[src/rtl/lock_pkg.sv]
// lock_pkg: shared state encoding, default parameters and timer sizing for the lock controller.
package lock_pkg;

  typedef enum logic [1:0] {
    IDLE    = 2'b00,
    ARMED   = 2'b01,
    OPEN    = 2'b10,
    LOCKOUT = 2'b11
  } lock_state_t;

  localparam int unsigned LOCK_WINDOW_DEF    = 16;
  localparam int unsigned LOCK_HOLD_DEF      = 8;
  localparam int unsigned LOCK_MAX_FAILS_DEF = 3;
  localparam int unsigned LOCK_LOCKOUT_DEF   = 32;

  // Width able to hold max(a, b, c) - 1, never narrower than one bit.
  function automatic int unsigned timer_width(input int unsigned a,
                                              input int unsigned b,
                                              input int unsigned c);
    int unsigned m;
    m = a;
    if (b > m) m = b;
    if (c > m) m = c;
    return (m > 1) ? $clog2(m) : 1;
  endfunction

endpackage

[src/rtl/lock_timer.sv]
// lock_timer: loadable down-counter that saturates at zero and flags when it is there.
module lock_timer #(
  parameter int unsigned W = 5
) (
  input  logic         clk,
  input  logic         rst,
  input  logic         load,
  input  logic [W-1:0] load_val,
  input  logic         en,
  output logic         zero
);

  logic [W-1:0] count;

  // Load has priority over counting; counting stops at zero.
  always_ff @(posedge clk) begin
    if (rst) begin
      count <= '0;
    end else if (load) begin
      count <= load_val;
    end else if (en && (count != '0)) begin
      count <= count - W'(1);
    end
  end

  assign zero = (count == '0);

endmodule

[src/rtl/lock_controller.sv]
// lock_controller: timed entry window, unlock hold and failure lockout behind the sequence detector.
// Optional feature: define LOCK_ALARM_EN to drive alarm during lockout; otherwise alarm is tied low.
module lock_controller
  import lock_pkg::*;
#(
  parameter int unsigned WINDOW    = LOCK_WINDOW_DEF,
  parameter int unsigned HOLD      = LOCK_HOLD_DEF,
  parameter int unsigned MAX_FAILS = LOCK_MAX_FAILS_DEF,
  parameter int unsigned LOCKOUT   = LOCK_LOCKOUT_DEF
) (
  input  logic                               clk,
  input  logic                               rst,
  input  logic                               start,
  input  logic                               match,
  output logic                               unlock,
  output logic                               busy,
  output logic                               alarm,
  output logic [$clog2(MAX_FAILS+1)-1:0]     fail_cnt
);

  localparam int unsigned TW = timer_width(WINDOW, HOLD, LOCKOUT);
  localparam int unsigned FW = $clog2(MAX_FAILS + 1);

  lock_state_t   state;
  lock_state_t   state_nxt;
  logic [FW-1:0] fail_nxt;
  logic [FW-1:0] fail_inc;
  logic          tmr_load;
  logic [TW-1:0] tmr_load_val;
  logic          tmr_en;
  logic          tmr_zero;

  // Single timer shared by the window, hold and lockout phases.
  lock_timer #(.W(TW)) u_timer (
    .clk      (clk),
    .rst      (rst),
    .load     (tmr_load),
    .load_val (tmr_load_val),
    .en       (tmr_en),
    .zero     (tmr_zero)
  );

  assign fail_inc = FW'(fail_cnt + FW'(1));

  // Next-state, failure-count and timer-control decode.
  always_comb begin
    state_nxt    = state;
    fail_nxt     = fail_cnt;
    tmr_load     = 1'b0;
    tmr_load_val = '0;
    tmr_en       = 1'b0;
    case (state)
      lock_pkg::IDLE: begin
        if (start) begin
          state_nxt    = lock_pkg::ARMED;
          tmr_load     = 1'b1;
          tmr_load_val = TW'(WINDOW - 1);
        end
      end
      lock_pkg::ARMED: begin
        // A match in the final window cycle still wins over the timeout.
        if (match) begin
          state_nxt    = lock_pkg::OPEN;
          tmr_load     = 1'b1;
          tmr_load_val = TW'(HOLD - 1);
          fail_nxt     = '0;
        end else if (tmr_zero) begin
          fail_nxt = fail_inc;
          if (fail_inc == FW'(MAX_FAILS)) begin
            state_nxt    = lock_pkg::LOCKOUT;
            tmr_load     = 1'b1;
            tmr_load_val = TW'(LOCKOUT - 1);
          end else begin
            state_nxt = lock_pkg::IDLE;
          end
        end else begin
          tmr_en = 1'b1;
        end
      end
      lock_pkg::OPEN: begin
        if (tmr_zero) begin
          state_nxt = lock_pkg::IDLE;
        end else begin
          tmr_en = 1'b1;
        end
      end
      lock_pkg::LOCKOUT: begin
        if (tmr_zero) begin
          state_nxt = lock_pkg::IDLE;
          fail_nxt  = '0;
        end else begin
          tmr_en = 1'b1;
        end
      end
      default: begin
        state_nxt = lock_pkg::IDLE;
      end
    endcase
  end

  // State, failure count and Moore outputs registered together so outputs track state exactly.
  always_ff @(posedge clk) begin
    if (rst) begin
      state    <= lock_pkg::IDLE;
      fail_cnt <= '0;
      unlock   <= 1'b0;
      busy     <= 1'b0;
    end else begin
      state    <= state_nxt;
      fail_cnt <= fail_nxt;
      unlock   <= (state_nxt == lock_pkg::OPEN);
      busy     <= (state_nxt != lock_pkg::IDLE);
    end
  end

`ifdef LOCK_ALARM_EN
  // Alarm follows the lockout state.
  always_ff @(posedge clk) begin
    if (rst) begin
      alarm <= 1'b0;
    end else begin
      alarm <= (state_nxt == lock_pkg::LOCKOUT);
    end
  end
`else
  assign alarm = 1'b0;
`endif

endmodule

[config.mk]
export PLATFORM = sky130hd
export DESIGN_NAME = lock_controller
export DESIGN_NICKNAME = d
export VERILOG_FILES = /design/src/rtl/lock_pkg.sv /design/src/rtl/lock_timer.sv /design/src/rtl/lock_controller.sv
export SDC_FILE = /design/constraint.sdc
export NUM_CORES = 1
export LEC_CHECK = 0
export CAP_MARGIN = 20
export CELL_PAD_IN_SITES_DETAIL_PLACEMENT = 0
export CELL_PAD_IN_SITES_GLOBAL_PLACEMENT = 1
export CORE_UTILIZATION = 35
export DETAILED_ROUTE_END_ITERATION = 16
export GPL_ROUTABILITY_DRIVEN = 0
export MAX_ROUTING_LAYER = met4
export PLACE_DENSITY = 0.74
export RECOVER_POWER = 100
export SETUP_SLACK_MARGIN = 0.02
export SKIP_LAST_GASP = 1
export SLEW_MARGIN = 25
export SYNTH_ARGS = -nofsm -noshare
export SYNTH_HDL_FRONTEND = slang
export SYNTH_SLANG_ARGS = --single-unit
[constraint.sdc]
create_clock -name clk -period 3.4 [get_ports clk]
set_input_delay 0.51 -clock clk [delete_from_list [all_inputs] [get_ports clk]]
set_output_delay 0.51 -clock clk [all_outputs]
set_load 0.01 [all_outputs]
# Word level (Yosys, flattened, before mapping)
# Index checks and enable logic that the tools add are counted.
word_totals:
  word_cells: 48
  input_bits: 4
  out_inout_bits: 5
  register_bits: 11
op_classes:
  n_mux: 25
  n_reduce_logical: 9
  n_eq_ne: 7
  add_sub_neg: 2
ops:
  columns: ["op", "count"]
  rows:
  - ["$mux 5", 5]
  - ["$mux 2", 8]
  - ["$pmux 5 s2", 1]
  - ["$eq 2x2->1 const B", 4]
  - ["$mux 1", 6]
  - ["$pmux 2 s3", 1]
  - ["$reduce_bool 2->1", 3]
  - ["$logic_not 5->1", 1]
  - ["$reduce_bool 5->1", 1]
  - ["$sub 5x1->5 const B", 1]
  - ["$mux 4", 1]
  - ["$pmux 1 s2", 2]
  - ["$pmux 2 s2", 1]
  - ["$ne 3x3->1 const B", 1]
  - ["$reduce_and 3->1", 1]
  - ["$add 2x1->2 const B", 1]
  - ["$eq 2x1->1 const B", 1]
  - ["$logic_not 2->1", 1]
  - ["$ne 2x2->1 const B", 1]
  - ["$reduce_or 2->1", 1]
  - ["$logic_and 1x1->1", 1]

# Logic depth before layout (Yosys ltp)
logic_depth:
  ltp_word: 7
  ltp_mapped: 6

# By module
# From an unflattened synthesis, not the netlist that was laid out.
hier_totals:
  cells_unflattened: 77
  area_unflattened_um2: 651.9
modules_own_cells:
  columns: ["mod", "seq_area_each_um2", "cells_per_inst", "area_per_inst_um2", "instances"]
  rows:
  - ["lock_timer", 100.1, 37, 326.6, 1]
  - ["lock_controller", 120.1, 40, 325.3, 1]

# Worst setup path after synthesis
# Ideal clock, no wire load.
synth_path:
  kind: "flip-flop to flip-flop"
  start: "register u_timer.count[0]"
  end: "register u_timer.count[1]"
  setup_slack_ns: 1.769
  path_stages_with_launch: 7
  arrival_ns: 1.561
  period_less_slack_ns: 1.631
  cell_sequence: "dfxtp_1 inv_1 ha_1 or4b_4 o21ai_2 mux2_1 a21oi_1"
synth_via:
  elab_chain_cells: 6
  elab_cells_between_ends: 16
synth_lines:
  columns: ["item", "line_no", "rtl"]
  rows:
  - ["start, declared", "lock_timer.sv:13", "logic [W-1:0] count;"]
  - ["start signal, assigned", "lock_timer.sv:20", "count <= load_val;"]
  - ["start signal, assigned", "lock_timer.sv:22", "count <= count - W'(1);"]
  - ["$logic_not 5->1", "lock_timer.sv:26", "assign zero = (count == '0);"]
  - ["$mux 1", "lock_controller.sv:67, lock_controller.sv:81, lock_controller.sv:88", null]
  - ["$mux 1", "lock_controller.sv:62", "if (match) begin"]
  - ["$pmux 1 s2", "lock_controller.sv:52", "case (state)"]
  - ["$logic_and 1x1->1", "lock_timer.sv:21", "end else if (en && (count != '0)) begin"]
  - ["$reduce_bool 2->1 (no line)", null, null]
# Parallel ways exist; a longest one is shown, timed or not. The select of a mux whose other input is x is not followed.
# A chain may end at the register's enable or synchronous reset.

# Worst setup path after layout
layout_path:
  start: "register u_timer.count[0]"
  end: "register u_timer.count[4]"
# The elaborated chain is that of the path after synthesis.

==> impl_metrics.yaml <==
status:
  status: "complete, no violations"
setup_path:
  critPathTopFamily: "simple AND/OR/NAND/NOR gates"
  crit_chain: "inv_1 > ha_1 > nor4b_1 > nand3_1 > and3b_1 > a21o_1"
  startpoint_type: "flop"
  critical_path_required_ns: 3.57
  path_max_fanout: 5
  crit_path_end_kind: "flop"
  slowest_stage: "nor4b_1"
  critPathArrivalTime_ns: 2.08
  path_buf_inv: 1
  cpPeakStageDelay_ns: 0.61
  crit_type: "reg -> reg"
final_layout:
  n_antenna_cell: 0
  fillCellCount: 162
  syn_to_final_growth_pct: 14.8
  fin_nets: 82
  fin_area_um2: 681
  drive_gt1_share_pct: 10.7
  final_cells: 91
  final_core_util_pct: 44.2
power:
  peakVddDrop_mv: 0.210
  power_density_mw_per_mm2: 457
  totalPowerFinal_mw: 0.311
  p_leak_nw: 0.299
hold_path:
  hp-class: "reg -> reg"
clock_network:
  ctsHoldBuffers: 0
  cts_max_level: 1
  cts-buffers-inserted: 3
  tritoncts: "done"
  worstSkewPairLatency_ns: 0.27
  clockRootBuffer: "clkbuf_4"
  cts_num_sinks: 11
  cts.path.max_buffers: 2
  post-cts-setup-buffers: 0
  clkTransAtPathRegs_ns: 0.07
  ctsResizeCount: 0
yosys:
  yosys-top-cells-area: "dfxtp_1 37%, a21oi_1 4.2%, ha_1 4.2%, a32o_2 3.8%, nand2_1 3.8%"
  synth_compound_area_share_pct: 22.2
  avgSynthCellArea_um2: 8.99
  synth_simple_gate_area_share_pct: 24.7
  synth_cell_types: 36
  synth_xor_area_share_pct: 2.95
  ys_warn_count: 0
  synthFlopType: "dfxtp_1"
  postSynth.asyncResetShare_pct: 0
  synth_seq_area_share_pct: 37.1
  synth_top_area_share_pct: 37.1
  synth_top_family_by_area: "simple AND/OR/NAND/NOR gates"
  muxShareOfSynthArea_pct: 3.59
  synth_area_um2: 593
  ys_seq_elements: 11
  synth_edf_count: 0
  yosysTopAreaCell: "dfxtp_1"
  synthAdderAreaFrac_pct: 4.22
  syn_nets: 72
  postSynthCellCount: 66
routing:
  via_per_inst: 5.23
  dr.pass1.iters: 4
  wl_um: 1110
  vias: 476
  routedWlPerCell_um: 12.2
  ant_nets: 0
  drc: 0
  drt_iter0_drc: 4
sta:
  slew_headroom_pct: 50.5
  finalCritPeriodShare_pct: 56.1
  final_hold_viol_count: 0
  worst_slew_pin_slew_ns: 0.732
  final.setup.tns_ns: 0
  rsz0062_at_grt: "no"
  min_period_ns: 1.91
  max_freq_mhz: 524
  finalClockSkew_ns: 0.00421
  drv_slew: 0
  final-setup-viol-count: 0
floorplan:
  coreArea_mm2: 0.00154
  die_h_um: 43.2
  placementRows: 14
  die_w_um: 43.2
  ios: 9
  initial_core_util_pct: 38.5
  die_area_mm2: 0.00186
global_route:
  grt.overflow.total: 0
  grt_max_degree: 10
  grt_antenna_before_repair: 0
  groute.usage.overall_pct: 14.7
  grt_pass1_vias: 407
  grt_pass1_wl_um: 1870
placement:
  place_area_um2: 671
  placed_cells: 87
  place_hpwl_um: 801
  io_buffers: 7
flow_run:
  cap_viol_max_count: 0
## layout by cell type, fill, tap and decap left out, types with 2 or more instances in the layout
| master | Yosys | final |
|---|---|---|
| inv_1 | 4 | 4 |
| xnor2_1 | 2 | 2 |
| a31oi_1 | 1 | 2 |
| ha_1 | 2 | 2 |
| a32o_2 | 2 | 2 |
| a21oi_1 | 5 | 5 |
| clkdlybuf4s50_1 | 0 | 3 |
| dlygate4sd3_1 | 0 | 4 |
| nor3_1 | 2 | 2 |
| o21ai_0 | 2 | 3 |
| nand2_1 | 6 | 6 |
| nor2_1 | 4 | 4 |
| dfxtp_1 | 11 | 11 |
| clkbuf_4 | 0 | 3 |
## power breakdown
group | internal [mW] | total (mW) | switching, mW | leakage [nW]
Sequential | 0.140 | 0.152 | 0.0119 | 0.0906
Clock | 0.0455 | 0.0899 | 0.0444 | 0.0150
Combinational | 0.0335 | 0.0691 | 0.0356 | 0.193
## metal layers
layer,GRT usage (%),part of all wire [%],vias up
li1,-,-,253
met1,18.3,50,208
met2,19.1,43,11
met3,6.38,4.7,4
met4,9.09,2.4,0
met5,-,0,-
## area by class of cell
type | instances | area, um2 | area share (%)
clock buffers | 4 | 26.3 | 3.86
inverters | 4 | 15.0 | 2.21
multi-input cells | 49 | 329 | 48.3
flip-flops and latches | 11 | 220 | 32.4
well taps | 16 | 20.0 | 2.94
repair buffers | 7 | 70.1 | 10.3
## through the flow
stage / setup WS [ns] / hold slack (ns)
floorplan: 1.77 / 0.519
global placement: 1.40 / 0.547
detailed placement: 1.39 / 0.551
CTS: 1.64 / 0.572
global route: 1.19 / 0.583
finish: 1.49 / 0.565
## worst register-to-register path, stage by stage, from the launching register on
cell and delay [ns]:
dfxtp_1 0.31, inv_1 0.08, ha_1 0.18, nor4b_1 0.61
nand3_1 0.17, and3b_1 0.28, a21o_1 0.17
## path summary, 6_finish.rpt
check	start	to	slack, ns	depth (start not counted)
worst min register to register	fail_cnt[1]$_SDFFE_PP0P_	fail_cnt[1]$_SDFFE_PP0P_	0.56	1
worst max register to register	u_timer.count[0]$_SDFFE_PP0P_	u_timer.count[4]$_SDFFE_PP0P_	1.49	6
worst min-delay path	fail_cnt[1]$_SDFFE_PP0P_	fail_cnt[1]$_SDFFE_PP0P_	0.56	1
worst max-delay path	u_timer.count[0]$_SDFFE_PP0P_	u_timer.count[4]$_SDFFE_PP0P_	1.49	6
## sequential cells by signal, indices dropped and copies added, names as in the netlist
register / flops
u_timer.count: 5
fail_cnt: 2
state: 2
busy: 1
unlock: 1
## cell usage after synthesis, drive strengths merged (2+ instances only)
master and n:
nor3 2, nor2 4, nand3 2, ha 2, nand2 7, buf 2, a21oi 5, dfxtp 11
a31oi 2, a32o 2, xnor2 2, o21ai 4, inv 4
## kinds of logic after synthesis
kind of cell | Yosys count
AND/OR/NAND/NOR | 24
AO/OA/AOI/OAI | 18
flip-flops | 11
buffers and inverters | 6
adder cells (fa/ha/maj) | 2
XOR/XNOR | 2
multiplexers | 2
other | 1
Note: power is estimated with default switching activity, not from simulation.
